$ cat src/rtl/knn_pkg.sv
// knn_pkg: shared constants, class/count types and vote-state encoding for the kNN stages
package knn_pkg;
  localparam int CLASS_W     = 2;
  localparam int NUM_CLASSES = 2 ** CLASS_W;
  localparam int K_MAX       = 5;
  localparam int CNT_W       = 3;
  typedef logic [CLASS_W-1:0] class_t;
  typedef logic [CNT_W-1:0] cnt_t;
  typedef enum logic [1:0] {IDLE, COUNT, DECIDE, HOLD} vote_state_e;
  function automatic cnt_t clamp_k(input cnt_t k);
    return (k == '0) ? cnt_t'(1) : (k > cnt_t'(K_MAX)) ? cnt_t'(K_MAX) : k;
  endfunction
endpackage

$ cat src/rtl/knn_argmax.sv
// knn_argmax: majority class over the vote counters, ties resolved toward the nearest rank
module knn_argmax
  import knn_pkg::*;
(
  input  cnt_t   cnt_i [NUM_CLASSES],
  input  class_t snap_i [K_MAX],
  input  cnt_t   k_eff_i,
  output class_t winner_o,
  output cnt_t   maxc_o
);
  always_comb begin
    maxc_o = '0;
    for (int c = 0; c < NUM_CLASSES; c++)
      maxc_o = (cnt_i[c] > maxc_o) ? cnt_i[c] : maxc_o;
    winner_o = snap_i[0];
    // Scanning farthest-first lets the nearest qualifying rank overwrite last.
    for (int r = K_MAX - 1; r >= 0; r--)
      winner_o = (CNT_W'(r) < k_eff_i && cnt_i[snap_i[r]] == maxc_o) ? snap_i[r] : winner_o;
  end
endmodule

$ cat src/rtl/knn_vote.sv
// knn_vote: tallies the top-k neighbour classes one rank per cycle and
// hands the majority class downstream over valid/ready
module knn_vote
  import knn_pkg::*;
(
  input  logic               clk,
  input  logic               reset,
  input  logic               start,
  input  logic [CNT_W-1:0]   k_use,
  input  logic [CLASS_W-1:0] class1,
  input  logic [CLASS_W-1:0] class2,
  input  logic [CLASS_W-1:0] class3,
  input  logic [CLASS_W-1:0] class4,
  input  logic [CLASS_W-1:0] class5,
  output logic               busy,
  output logic               pred_valid,
  output logic [CLASS_W-1:0] pred_class,
  output logic [CNT_W-1:0]   pred_count,
  input  logic               out_ready
);
  vote_state_e state_q;
  class_t      snap_q [K_MAX];
  cnt_t        cnt_q [NUM_CLASSES];
  cnt_t        idx_q, k_q, pred_count_q;
  class_t      pred_class_q;
  class_t      winner;
  cnt_t        maxc;

  knn_argmax u_argmax (
    .cnt_i    (cnt_q),
    .snap_i   (snap_q),
    .k_eff_i  (k_q),
    .winner_o (winner),
    .maxc_o   (maxc)
  );

  always_ff @(posedge clk) begin
    if (reset) begin
      state_q      <= IDLE;
      snap_q       <= '{default: '0};
      cnt_q        <= '{default: '0};
      idx_q        <= '0;
      k_q          <= '0;
      pred_class_q <= '0;
      pred_count_q <= '0;
    end else begin
      case (state_q)
        IDLE: if (start) begin
          snap_q  <= '{class1, class2, class3, class4, class5};
          cnt_q   <= '{default: '0};
          idx_q   <= '0;
          k_q     <= clamp_k(k_use);
          state_q <= COUNT;
        end
        COUNT: begin
          cnt_q[snap_q[idx_q]] <= cnt_q[snap_q[idx_q]] + cnt_t'(1);
          idx_q                <= idx_q + cnt_t'(1);
          if (idx_q == k_q - cnt_t'(1)) state_q <= DECIDE;
        end
        DECIDE: begin
          pred_class_q <= winner;
          pred_count_q <= maxc;
          state_q      <= HOLD;
        end
        HOLD: if (out_ready) state_q <= IDLE;
        default: state_q <= IDLE;
      endcase
    end
  end

  assign busy       = state_q != IDLE;
  assign pred_valid = state_q == HOLD;
  assign pred_class = pred_class_q;
  assign pred_count = pred_count_q;
endmodule

$ cat config.mk
export PLATFORM = sky130hd
export DESIGN_NAME = knn_vote
export DESIGN_NICKNAME = d
export VERILOG_FILES = /design/src/rtl/knn_pkg.sv /design/src/rtl/knn_argmax.sv /design/src/rtl/knn_vote.sv
export SDC_FILE = /design/constraint.sdc
export NUM_CORES = 1
export LEC_CHECK = 0
export ABC_AREA = 0
export BUFFER_PORTS_ARGS = -buffer_cell sky130_fd_sc_hd__buf_2
export CAP_MARGIN = 0
export CELL_PAD_IN_SITES_DETAIL_PLACEMENT = 0
export CELL_PAD_IN_SITES_GLOBAL_PLACEMENT = 1
export CORE_MARGIN = 10
export CORE_UTILIZATION = 47
export CTS_BUF_LIST = sky130_fd_sc_hd__clkbuf_4 sky130_fd_sc_hd__clkbuf_8 sky130_fd_sc_hd__clkbuf_16
export CTS_CLUSTER_DIAMETER = 80
export DETAILED_ROUTE_END_ITERATION = 7
export PLACE_DENSITY_LB_ADDON = 0.1
export SYNTH_ARGS = -nofsm -noshare
export SYNTH_HDL_FRONTEND = slang
export SYNTH_HIERARCHICAL = 1
export SYNTH_SLANG_ARGS = --single-unit
$ cat constraint.sdc
create_clock -name clk -period 6.35 [get_ports clk]
set_clock_uncertainty 0.15 [all_clocks]
set_input_delay 1.27 -clock clk [delete_from_list [all_inputs] [get_ports clk]]
set_output_delay 1.27 -clock clk [all_outputs]
set_load 0.02 [all_outputs]
# After elaboration in Yosys (flattened, before gate mapping)
# Index checks and enable logic that the tools add are counted.
dict set report classes {
  addsub 3
  n_mul 0
  div 0
  magnitude_cmp 18
  eq_ne 12
  shift 0
  mux 43
  bitwise 7
  n_reduce_logical 13
}
# cell count
set ops {}
lappend ops {{3-bit 2-to-1 mux} 20}
lappend ops {{3-bit binary-select mux with 2-bit select} 6}
lappend ops {{12-bit one-hot mux with 2 select lines} 1}
lappend ops {{2-bit 2-to-1 mux} 10}
lappend ops {{3-bit equality test} 6}
lappend ops {{3-bit greater-or-equal comparator (second input constant)} 6}
lappend ops {{2-bit NOT with 3-bit output} 6}
lappend ops {{12-bit bitwise mux} 1}
lappend ops {{12-bit 2-to-1 mux} 1}
lappend ops {{3-bit greater-than comparator} 3}
lappend ops {{2-bit one-hot mux with 4 select lines} 1}
lappend ops {{3-bit by 1-bit adder with 3-bit output (second input constant)} 2}
lappend ops {{2-bit binary-select mux with 3-bit select} 1}
lappend ops {{3-bit demux with 2-bit select} 1}
lappend ops {{1-bit logical AND} 6}
lappend ops {{1-bit by 3-bit less-than comparator with 1-bit output (first input constant)} 2}
lappend ops {{2-bit by 3-bit less-than comparator with 1-bit output (first input constant)} 2}
lappend ops {{3-bit one-hot mux with 2 select lines} 1}
lappend ops {{2-bit equality test (second input constant)} 2}
lappend ops {{4-bit greater-or-equal comparator (second input constant)} 1}
lappend ops {{2-bit != test (second input constant)} 2}
lappend ops {{3-bit NOT with 4-bit output} 1}
lappend ops {{2-bit AND reduction} 2}
lappend ops {{2-bit nonzero test} 2}
lappend ops {{10 further kinds} 10}
dict set report totals {
  reg_bits 35
  latch_bits 0
  ram_bits 0
  romBits 0
  inputBits 17
  output_inout_bits 7
  elab_cells 110
  mem_count 0
}

# Longest topological paths before layout
# Gate-level depths: netlist of the first run.
dict set report depth {
  word_depth 15
  mapped_depth 21
  depth_no_buf 21
}

# By module
# The synthesis of the first run kept the hierarchy.
# module instances cells_per_inst area_per_inst_um2 seq_area_each_um2
set by_module_without_submodules {}
lappend by_module_without_submodules {knn_vote 1 209 1779.2 700.7}
lappend by_module_without_submodules {knn_argmax 1 134 1296.2 0.0}

# Least setup slack after synthesis of the first run
# No wires, ideal clock.
dict set report synth_timing {
  path_kind {register to register}
  start {register cnt_q[10] in the netlist's numbering}
  end {register pred_class_q[0], in the netlist pred_class[0]}
  arrival_time_ns 4.482
  t_required_ns 6.072
  path_slack_ns 1.590
  path_stages_with_launch 22
  path_buffers 0
  path_cell_list {dfxtp_1 -> inv_1 -> ha_1 -> and3b_1 -> o211ai_1 -> nand3_1 -> ha_1 -> and3_4 -> a21o_2 -> a41oi_2 -> inv_1 -> ha_1 -> nand3b_1 -> a21boi_4 -> mux2_1 -> a311oi_1 -> or2_2 -> a41oi_1 -> o311ai_1 -> a221oi_2 -> mux2i_1 -> nor2_1}
}
dict set report synth_via {
  elab_chain_cells 15
  elab_cells_between_ends 38
}
# element line_no
set synth_lines {}
lappend synth_lines {{from (decl)} knn_vote.sv:23} ;# cnt_t cnt_q [NUM_CLASSES];
lappend synth_lines {{from (signal, indexed assignment)} knn_vote.sv:56} ;# cnt_q[snap_q[idx_q]] <= cnt_q[snap_q[idx_q]] + cnt_t'(1);
lappend synth_lines {{3-bit by 1-bit greater-than comparator with 1-bit output} knn_argmax.sv:14} ;# maxc_o = (cnt_i[c] > maxc_o) ? cnt_i[c] : maxc_o;
lappend synth_lines {{3-bit 2-to-1 mux} knn_argmax.sv:14}
lappend synth_lines {{3-bit greater-than comparator} knn_argmax.sv:14}
lappend synth_lines {{3-bit 2-to-1 mux} knn_argmax.sv:14}
lappend synth_lines {{3-bit greater-than comparator} knn_argmax.sv:14}
lappend synth_lines {{3-bit 2-to-1 mux} knn_argmax.sv:14}
lappend synth_lines {{3-bit greater-than comparator} knn_argmax.sv:14}
lappend synth_lines {{3-bit 2-to-1 mux} knn_argmax.sv:14}
lappend synth_lines {{3-bit equality test} knn_argmax.sv:18} ;# winner_o = (CNT_W'(r) < k_eff_i && cnt_i[snap_i[r]] == maxc_o) ? snap_i[r] : winner_o;
lappend synth_lines {{1-bit logical AND} knn_argmax.sv:18}
lappend synth_lines {{2-bit 2-to-1 mux (4 in a row)} knn_argmax.sv:18}
lappend synth_lines {{2-bit 2-to-1 mux *} knn_argmax.sv:18}
lappend synth_lines {{named net winner[0]} knn_vote.sv:26} ;# class_t winner;
lappend synth_lines {{to (signal assigned)} knn_vote.sv:61} ;# pred_class_q <= winner;
lappend synth_lines {{to (decl)} knn_vote.sv:25} ;# class_t pred_class_q;
# The timed path passes the listed nets; every way through them passes the cells marked *. The select of a mux whose other input is x is not followed.
# A chain may end at the register's enable or synchronous reset.

# Final worst setup path of the first run
dict set report layout_timing {
  start {register cnt_q[11] in the netlist's numbering}
  end {register pred_class_q[1], in the netlist pred_class[1]}
}
# Same word-level chain as after synthesis.

==> results of run 1 <==
-- critical path: stages (launching register included) --
cell and delay (ps):
dfxtp_1 520, inv_1 80, ha_1 350, a21oi_1 280
nand3_1 170, and2_1 190, ha_1 370, nand3b_2 160
a21o_2 260, a41oi_2 230, inv_1 80, ha_1 300
nand3b_1 170, a21boi_4 310, mux2_1 350, a311oi_1 370
or2_2 190, a41oi_1 90, o311ai_1 390, a221oi_2 100
mux2i_1 150, nor2_1 50
-- Yosys cell counts, types with 2 or more instances --
cell and n:
inv_1 22, mux4_2 15, a211oi_2 2, ha_1 16, a21oi_4 3, nor2b_1 2, o32ai_1 2, dfxtp_1 35
a21oi_2 2, nand2b_1 6, mux2i_1 15, o211ai_1 2, a41oi_1 2, a221oi_2 3, o41ai_1 4, nand3_1 8
nor2_1 29, buf_4 3, or2_2 2, nand3b_1 9, a21o_1 4, o22ai_1 2, a21oi_1 26, and2_1 4
o21ai_0 4, nor4b_1 3, a211oi_1 9, o311ai_1 2, nor3_1 7, xor2_1 6, nand2_1 32, nor4_1 2
clkbuf_1 8, a22oi_1 2, and3_1 2, xnor2_1 13
-- stage by stage --
stage | total power (uW) | hold slack, ps | worst slack (ps) | utilization
6_report | 1390 | 356 | 897 | 0.525
3_5_place_dp | 1180 | 331 | 927 | 0.506
5_1_grt | 1500 | 384 | 460 | 0.525
2_1_floorplan | 1020 | 353 | 1590 | -
4_1_cts | 1400 | 354 | 912 | 0.525
3_3_place_gp | 1170 | 322 | 1050 | 0.506
-- how the worst max path moves through the flow --
stage / start / end / cells past startpoint
6_report: cnt_q[11]$_SDFFE_PP0P_ / pred_class[1]$_SDFFE_PP0P_ / 21
2_1_floorplan: cnt_q[10]$_SDFFE_PP0P_ / pred_class[0]$_SDFFE_PP0P_ / 21
3_5_place_dp: cnt_q[11]$_SDFFE_PP0P_ / pred_class[1]$_SDFFE_PP0P_ / 21
4_1_cts: cnt_q[11]$_SDFFE_PP0P_ / pred_class[1]$_SDFFE_PP0P_ / 21
3_3_place_gp: cnt_q[11]$_SDFFE_PP0P_ / pred_class[1]$_SDFFE_PP0P_ / 21
5_1_grt: cnt_q[11]$_SDFFE_PP0P_ / pred_class[1]$_SDFFE_PP0P_ / 21
-- logic make-up (layout without fill, tap and decap cells) --
logic type | after synthesis | after routing | share of synthesized area
AOI/OAI and AO/OA | 88 | 88 | 0.233
xor gates and xnor gates | 19 | 19 | 0.0541
adders and majority gates | 16 | 16 | 0.0651
buffers and inverters | 36 | 53 | 0.0504
DFF | 35 | 35 | 0.228
muxes | 32 | 32 | 0.167
and+or+nand+nor | 117 | 117 | 0.202
-- power by group --
| part | leakage [uW] | internal [uW] | switching [uW] | total, uW |
|---|---|---|---|---|
| clock | 0.0000612 | 127 | 82.1 | 209 |
| sequential | 0.000285 | 254 | 72.2 | 326 |
| combinational | 0.000870 | 358 | 498 | 856 |
-- area by class of cell --
cell class	count	area, sq um
clock inverter	2	35.0
inverter	22	82.6
multi-input combinational	272	2220
timing repair buffer	23	115
fill	637	3020
clock buffer	6	82.6
sequential	35	701
tap	77	96.3
-- routing by layer --
layer,track usage,share of wire,wire (microns)
met5,0,0,0
met4,0.0418,0.0082,63
met3,0.0350,0.052,403
met2,0.237,0.46,3570
met1,0.206,0.48,3690
-- registers in the layout, summed over array words and instances, names as in the netlist --
name	flops
snap_q	10
pred_count	3
pred_class	2
idx_q	3
k_q	3
state_q	2
cnt_q	12
==> impl_metrics.py, run 1 <==
metrics = {
    "floorplanning": {
        "fp.dieW_microns": 101,
        "core_area_sq_um": 6350,
        "die-area_sq_um": 10200,
        "start_util": 0.484,
        "fp.dieH_microns": 101,
        "ios": 24,
        "num_rows": 29,
    },
    "cells_and_area": {
        "final_common_cell": "dfxtp_1",
        "postLayoutCellArea_sq_um": 3330,
        "instances_no_fill": 437,
        "area_growth_pct": 8.34,
        "diodes": 0,
        "final_cell_mix": "dfxtp_1 (35), nand2_1 (32), nor2_1 (29)",
        "finalNetCount": 392,
        "drive_gt1_frac": 0.203,
    },
    "logic_synthesis": {
        "async_flop_share": 0,
        "ys_ff_latch": 35,
        "synth.area.top_cells": "dfxtp_1 (23%), mux4_2 (11%), ha_1 (6.5%)",
        "synth_nets": 376,
        "synth_top_area_frac": 0.228,
        "synth_cell_types": 71,
        "yosys_most_used_dff": "dfxtp_1",
        "syn_avg_cell_area_sq_um": 8.97,
        "synth-edff-count": 0,
        "yosysWarnings": 6,
        "synth_seq_area_share": 0.228,
        "synth_top_cell_by_area": "dfxtp_1",
        "syn_inst": 343,
        "mappedNetlistArea_sq_um": 3080,
    },
    "critical_path": {
        "end_kind": "flop",
        "worst-setup-path-type": "flop to flop",
        "r2r_setup_slack_ps": 900,
        "worstReg2RegEnd": "pred_class[1]$_SDFFE_PP0P_",
        "crit-reg2reg-launch": "cnt_q[11]$_SDFFE_PP0P_",
        "cp.required_ps": 6360,
        "cp_max_fo": 9,
        "cp-start-kind": "flop",
        "crit_arrival_ps": 5460,
        "worstRegToRegCells": 21,
    },
    "placement": {
        "gp_congestion": 0.854,
        "placed_area_sq_um": 3210,
        "post-dp-hpwl_microns": 5800,
        "port_buffers": 23,
        "placed_cells": 429,
    },
    "min_path": {
        "hold-path-cell-count": 2,
        "hold_class": "flop to flop",
        "min_from": "pred_count[1]$_SDFFE_PP0P_",
        "min_to": "pred_count[1]$_SDFFE_PP0P_",
    },
    "timing": {
        "worstMarginPinSlew_ps": 1060,
        "grt_setup_unrepaired": "false",
        "period_share": 0.859,
        "finalSetupViolCount": 0,
        "hold_viol": 0,
        "period_minus_slack_ps": 5450,
        "finalSetupTns_ps": 0,
        "slew_viol_final": 0,
        "clock.fmax_mhz": 183,
        "relSlewSlack": 0.288,
    },
    "flow_run": {
        "maxCapViolCount": 0,
    },
    "global_routing": {
        "track_usage": 0.153,
        "antenna_found_initial": 0,
        "grt_max_degree": 41,
        "first_global_vias": 2506,
        "grt_pass1_wl_microns": 12700,
        "grt.overflow.total": 0,
    },
    "clocking": {
        "cts_root_buffer": "clkbuf_8",
        "h-tree-depth": 2,
        "postCtsSetupRepairBufs": 0,
        "clk_pin_slew_ps": 70,
        "cts.sinks": 35,
        "cts_hold_buf": 0,
        "numCtsBuffers": 5,
        "clkLatencyLatePin_ps": 290,
        "cts_tree": "built",
        "clock_tree.buffer_depth": 2,
        "cts_resized": 0,
    },
    "power": {
        "p_leak_uw": 0.00122,
        "peakVddDrop_v": 0.000446,
        "power_density_nw_per_um2": 417,
    },
    "routing": {
        "antenna_left": 0,
        "first_iter_violations": 182,
        "drc": 0,
        "postRouteWirelength_microns": 7730,
        "vias": 2624,
        "firstDrtPassIters": 4,
        "viasPerCell": 6.00,
        "wl_per_cell_microns": 17.7,
    },
    "run_status": {
        "status": "finished, final reports clean",
    },
}
Note: power is estimated with default switching activity, not from simulation.
==> run 2: changes to the inputs <==
- CORE_UTILIZATION: 47 -> 46
- SYNTH_HIERARCHICAL: 1 -> default
- clock period: 6.35 -> 5.5 ns (I/O delays scaled with it)
==> impl_metrics.py, run 2 <==
metrics = {
    "global_routing": {
        "first_global_vias": 2418,
        "grt_pass1_wl_microns": 12300,
        "grt.overflow.total": 0,
        "antenna_found_initial": 0,
        "grt_max_degree": 36,
        "track_usage": 0.150,
    },
    "routing": {
        "antenna_left": 0,
        "viasPerCell": 6.02,
        "wl_per_cell_microns": 17.5,
        "first_iter_violations": 158,
        "postRouteWirelength_microns": 7360,
        "vias": 2536,
        "drc": 0,
        "firstDrtPassIters": 4,
    },
    "clocking": {
        "numCtsBuffers": 5,
        "cts_hold_buf": 0,
        "cts_root_buffer": "clkbuf_8",
        "cts.sinks": 35,
        "clkLatencyLatePin_ps": 290,
        "cts_tree": "built",
        "clk_pin_slew_ps": 80,
        "h-tree-depth": 2,
        "clock_tree.buffer_depth": 2,
    },
    "logic_synthesis": {
        "synth-edff-count": 0,
        "yosys.area_share.simple": 0.184,
        "synth_nets": 361,
        "synth_commonest_cells": "nand2_1 (37), dfxtp_1 (35), nor2_1 (27)",
        "synth.area.top_cells": "dfxtp_1 (25%), mux4_2 (12%), ha_1 (7.5%)",
        "syn_avg_cell_area_sq_um": 8.73,
        "async_flop_share": 0,
        "yosys_most_used_dff": "dfxtp_1",
        "yosysWarnings": 0,
        "synth.most_common_cell": "nand2_1",
        "synth_cell_types": 54,
        "synth_top_cell_by_area": "dfxtp_1",
        "synth_seq_area_share": 0.246,
        "ys_ff_latch": 35,
        "synthMuxAreaShare": 0.176,
        "synth_xor_area_frac": 0.0583,
        "mappedNetlistArea_sq_um": 2850,
        "synth_top_area_frac": 0.246,
        "synth_top_family_by_area": "compound AO/OA/AOI/OAI gates",
        "synth_compound_area_frac": 0.220,
        "synth-adder-area-share": 0.0745,
        "syn_inst": 327,
    },
    "placement": {
        "port_buffers": 23,
        "gp_congestion": 0.836,
        "post-dp-hpwl_microns": 5520,
    },
    "timing": {
        "period_share": 0.930,
        "relSlewSlack": 0.556,
        "period_minus_slack_ps": 5120,
        "finalSetupViolCount": 0,
        "hold_viol": 0,
        "worstMarginPinSlew_ps": 666,
        "clock.fmax_mhz": 195,
        "finalSetupTns_ps": 0,
        "slew_viol_final": 0,
        "grt_setup_unrepaired": "false",
    },
    "cells_and_area": {
        "final_common_cell": "nand2_1",
        "diodes": 0,
        "fillCellCount": 583,
        "drive_gt1_frac": 0.188,
        "seqCellArea_sq_um": 703,
        "largest_reg_flops": 12,
        "area_growth_pct": 10.4,
        "final_cell_mix": "nand2_1 (37), dfxtp_1 (33), nor2_1 (27)",
        "multiInputGateArea_sq_um": 2050,
        "finalNetCount": 379,
        "reg.largest.list": "cnt_q x12, snap_q x10",
        "largest_register": "cnt_q",
    },
    "floorplanning": {
        "fp.dieH_microns": 98.8,
        "start_util": 0.479,
        "fp.dieW_microns": 98.8,
        "num_rows": 28,
        "die-area_sq_um": 9750,
        "core_area_sq_um": 5960,
        "ios": 24,
    },
    "power": {
        "power_density_nw_per_um2": 541,
        "peakVddDrop_v": 0.000282,
        "p_leak_uw": 0.00121,
        "power_uw": 1710,
    },
    "critical_path": {
        "end_kind": "flop",
        "crit_arrival_ps": 5120,
        "worst-setup-path-type": "flop to flop",
        "cp_max_fo": 9,
        "cp.required_ps": 5510,
        "cp-start-kind": "flop",
    },
    "run_status": {
        "status": "finished, final reports clean",
    },
    "flow_run": {
        "maxCapViolCount": 0,
    },
    "min_path": {
        "hold_class": "flop to flop",
    },
}
==> run 2: path summary, 6_finish.rpt <==
kind | startpoint | end | slack, ps | depth (start not counted)
worst max-delay path | cnt_q[8]$_SDFFE_PP0P_ | pred_class[1]$_SDFFE_PP0P_ | 380 | 17
worst min-delay path | pred_count[2]$_SDFFE_PP0P_ | pred_count[2]$_SDFFE_PP0P_ | 340 | 2
worst max register to register | cnt_q[8]$_SDFFE_PP0P_ | pred_class[1]$_SDFFE_PP0P_ | 380 | 17
worst min register to register | pred_count[2]$_SDFFE_PP0P_ | pred_count[2]$_SDFFE_PP0P_ | 340 | 2
==> run 2: power by group <==
group	leakage (uW)	switching [uW]	internal [uW]
clock	0.0000474	101	102
combinational	0.000874	638	482
sequential	0.000286	83.1	298
total	0.00121	822	883
==> run 2: final cells by class <==
type                    count  area share
clock buffers               6      0.0262
clock inverters             2     0.00516
inverters                  15      0.0179
multi-input cells         260       0.649
flip-flops and latches     35       0.223
well taps                  75      0.0298
repair buffers             28      0.0485
==> run 2: critical path: stages (launching register included) <==
cell and delay (ps):
dfxtp_1 520, ha_1 340, a21o_1 240, o21ai_4 170, mux2i_2 360, ha_1 320, and3b_1 200, o21ai_1 280
o21ai_0 140, ha_1 330, nand3b_1 120, a32oi_2 310, mux2i_1 410, a21oi_4 110, xor2_1 230, o41a_1 330
o311ai_1 310, a211oi_1 110
==> run 2: through the flow <==
step	util	worst slack [ps]	cells	hold slack, ps	instance area [sq um]
6_report	0.529	382	421	343	3150
3_3_place_gp	0.507	197	411	325	3020
3_5_place_dp	0.507	220	411	330	3020
5_1_grt	0.529	10.1	421	370	3150
2_1_floorplan	-	818	327	337	2850
4_1_cts	0.524	192	419	342	3120
==> run 2: cell families after synthesis <==
family,Yosys count
AOI/OAI and AO/OA,86
and+or+nand+nor,107
DFF,35
muxes,31
buffers and inverters,32
xor gates and xnor gates,19
adders and majority gates,17
==> run 2: per-layer routing <==
| layer | track usage | vias up | routed length [microns] |
|---|---|---|---|
| li1 | - | 1247 | - |
| met1 | 0.206 | 1207 | 3450 |
| met2 | 0.231 | 72 | 3390 |
| met3 | 0.0307 | 10 | 408 |
| met4 | 0.0386 | 0 | 104 |
| met5 | 0 | - | 0 |
==> run 2: what timing repair did <==
action,4_1_cts,5_1_grt
setup buffers,0,2
endpoints found under the setup margin,0,2
resized for setup,0,4
==> run 3: changes to the inputs <==
- BUFFER_PORTS_ARGS: -buffer_cell sky130_fd_sc_hd__buf_2 -> default
- CORE_UTILIZATION: 46 -> 49
- DONT_BUFFER_PORTS: default -> 1
==> impl_metrics.py, run 3 (synthesized netlist as in run 2, its figures left out) <==
metrics = {
    "floorplanning": {
        "die-area_sq_um": 9280,
        "fp.dieH_microns": 96.3,
        "fp.dieW_microns": 96.3,
        "ios": 24,
        "start_util": 0.512,
        "num_rows": 27,
        "core_area_sq_um": 5570,
    },
    "timing": {
        "relSlewSlack": 0.580,
        "slew_viol_final": 0,
        "period_minus_slack_ps": 5110,
        "finalSetupTns_ps": 0,
        "timing.hold.ws_ps": 397,
        "period_share": 0.929,
        "finalSetupViolCount": 0,
        "hold_viol": 0,
        "worstMarginPinSlew_ps": 624,
        "grt_setup_unrepaired": "false",
        "clock.fmax_mhz": 196,
    },
    "cells_and_area": {
        "fillCellCount": 526,
        "reg.largest.list": "cnt_q x12, snap_q x10",
        "instances_no_fill": 398,
        "finalNetCount": 359,
        "diodes": 0,
        "area_growth_pct": 6.31,
        "largest_reg_flops": 12,
        "drive_gt1_frac": 0.132,
        "largest_register": "cnt_q",
        "postLayoutCellArea_sq_um": 3030,
        "final_cell_mix": "nand2_1 (37), dfxtp_1 (35), nor2_1 (27)",
        "fin_util": 0.544,
        "final_common_cell": "nand2_1",
    },
    "global_routing": {
        "antenna_found_initial": 0,
        "first_global_vias": 2352,
        "grt.overflow.total": 0,
        "track_usage": 0.167,
        "grt_pass1_wl_microns": 12200,
        "grt_max_degree": 36,
    },
    "routing": {
        "wl_per_cell_microns": 18.5,
        "first_iter_violations": 222,
        "drc": 0,
        "vias": 2463,
        "firstDrtPassIters": 4,
        "postRouteWirelength_microns": 7360,
        "viasPerCell": 6.19,
        "antenna_left": 0,
    },
    "placement": {
        "placed_cells": 386,
        "placed_area_sq_um": 2910,
        "gp_congestion": 0.886,
        "port_buffers": 0,
        "post-dp-hpwl_microns": 5510,
    },
    "clocking": {
        "clock_tree.buffer_depth": 2,
        "clk_pin_slew_ps": 80,
        "cts_tree": "built",
        "cts_hold_buf": 0,
        "h-tree-depth": 2,
        "clkLatencyLatePin_ps": 300,
        "cts.sinks": 35,
        "cts_root_buffer": "clkbuf_8",
        "numCtsBuffers": 5,
    },
    "min_path": {
        "hold_class": "flop to flop",
        "min_from": "state_q[0]$_SDFFE_PP0P_",
    },
    "power": {
        "peakVddDrop_v": 0.000274,
        "p_leak_uw": 0.00112,
        "power_density_nw_per_um2": 559,
    },
    "critical_path": {
        "cp_max_fo": 9,
        "worstRegToRegCells": 18,
        "worstReg2RegEnd": "pred_class[0]$_SDFFE_PP0P_",
        "r2r_setup_slack_ps": 390,
        "end_kind": "flop",
        "crit-reg2reg-launch": "cnt_q[10]$_SDFFE_PP0P_",
        "startpoint": "cnt_q[10]$_SDFFE_PP0P_",
        "cp-start-kind": "flop",
        "cp.required_ps": 5530,
        "endpoint": "pred_class[0]$_SDFFE_PP0P_",
        "worst-setup-path-type": "flop to flop",
        "crit_arrival_ps": 5140,
    },
    "flow_run": {
        "maxCapViolCount": 0,
    },
    "run_status": {
        "status": "finished, final reports clean",
    },
}
-- run 3: worst min path at each step --
stage / cells past startpoint / slack (ps) / endpoint
floorplan: 2 / 340 / k_q[1]$_SDFFE_PP0P_
global placement: 2 / 380 / state_q[0]$_SDFFE_PP0P_
detailed placement: 2 / 390 / state_q[0]$_SDFFE_PP0P_
CTS: 2 / 400 / state_q[0]$_SDFFE_PP0P_
global route: 2 / 420 / state_q[0]$_SDFFE_PP0P_
finish: 2 / 400 / state_q[0]$_SDFFE_PP0P_
-- run 3: worst max-delay path, cell delays in order (launching register included) --
cell and delay (ps):
dfxtp_1 500, inv_1 80, ha_1 320, and3b_4 220, o21ai_4 170, mux2i_2 370, ha_1 320, and3b_1 200
o21ai_1 240, o21ai_0 120, ha_1 330, nand3b_1 110, a32oi_2 310, nor2_1 170, a21oi_2 400, xor2_1 200
o41a_1 340, o311ai_1 320, a211oi_1 120
-- run 3: layout make-up --
type | count | area [sq um] | area share
sequential | 35 | 701 | 0.231
timing repair buffer | 8 | 60.1 | 0.0198
multi-input combinational | 260 | 2040 | 0.672
clock inverter | 2 | 12.5 | 0.00412
inverter | 15 | 56.3 | 0.0186
tap | 72 | 90.1 | 0.0297
clock buffer | 6 | 76.3 | 0.0252
-- run 3: through the flow --
| step | total power (uW) | worst slack, ps |
|---|---|---|
| 6_report | 1700 | 392 |
| 5_1_grt | 1840 | 22.3 |
| 4_1_cts | 1610 | 321 |
| 3_5_place_dp | 1420 | 352 |
| 3_3_place_gp | 1420 | 390 |
| 2_1_floorplan | 1230 | 818 |
-- run 3: where the power goes --
part           internal [uW]  switching [uW]  leakage (uW)  total, uW
clock                   93.5             101     0.0000446        194
sequential               298            97.1      0.000285        395
combinational            494             612      0.000788       1110
total                    886             810       0.00112       1700
-- run 3: repair_timing --
action                                  CTS  global route
endpoints found under the setup margin    0             2
gates resized for setup                   0             1
setup buffers                             0             4
-- run 3: per-layer routing --
metal  global-route usage  share of wire  up-vias
met5                    0              0        -
met4               0.0605          0.014        0
met3               0.0545          0.078       10
met2                0.252           0.46       81
met1                0.218           0.44     1167
li1                     -              -     1205
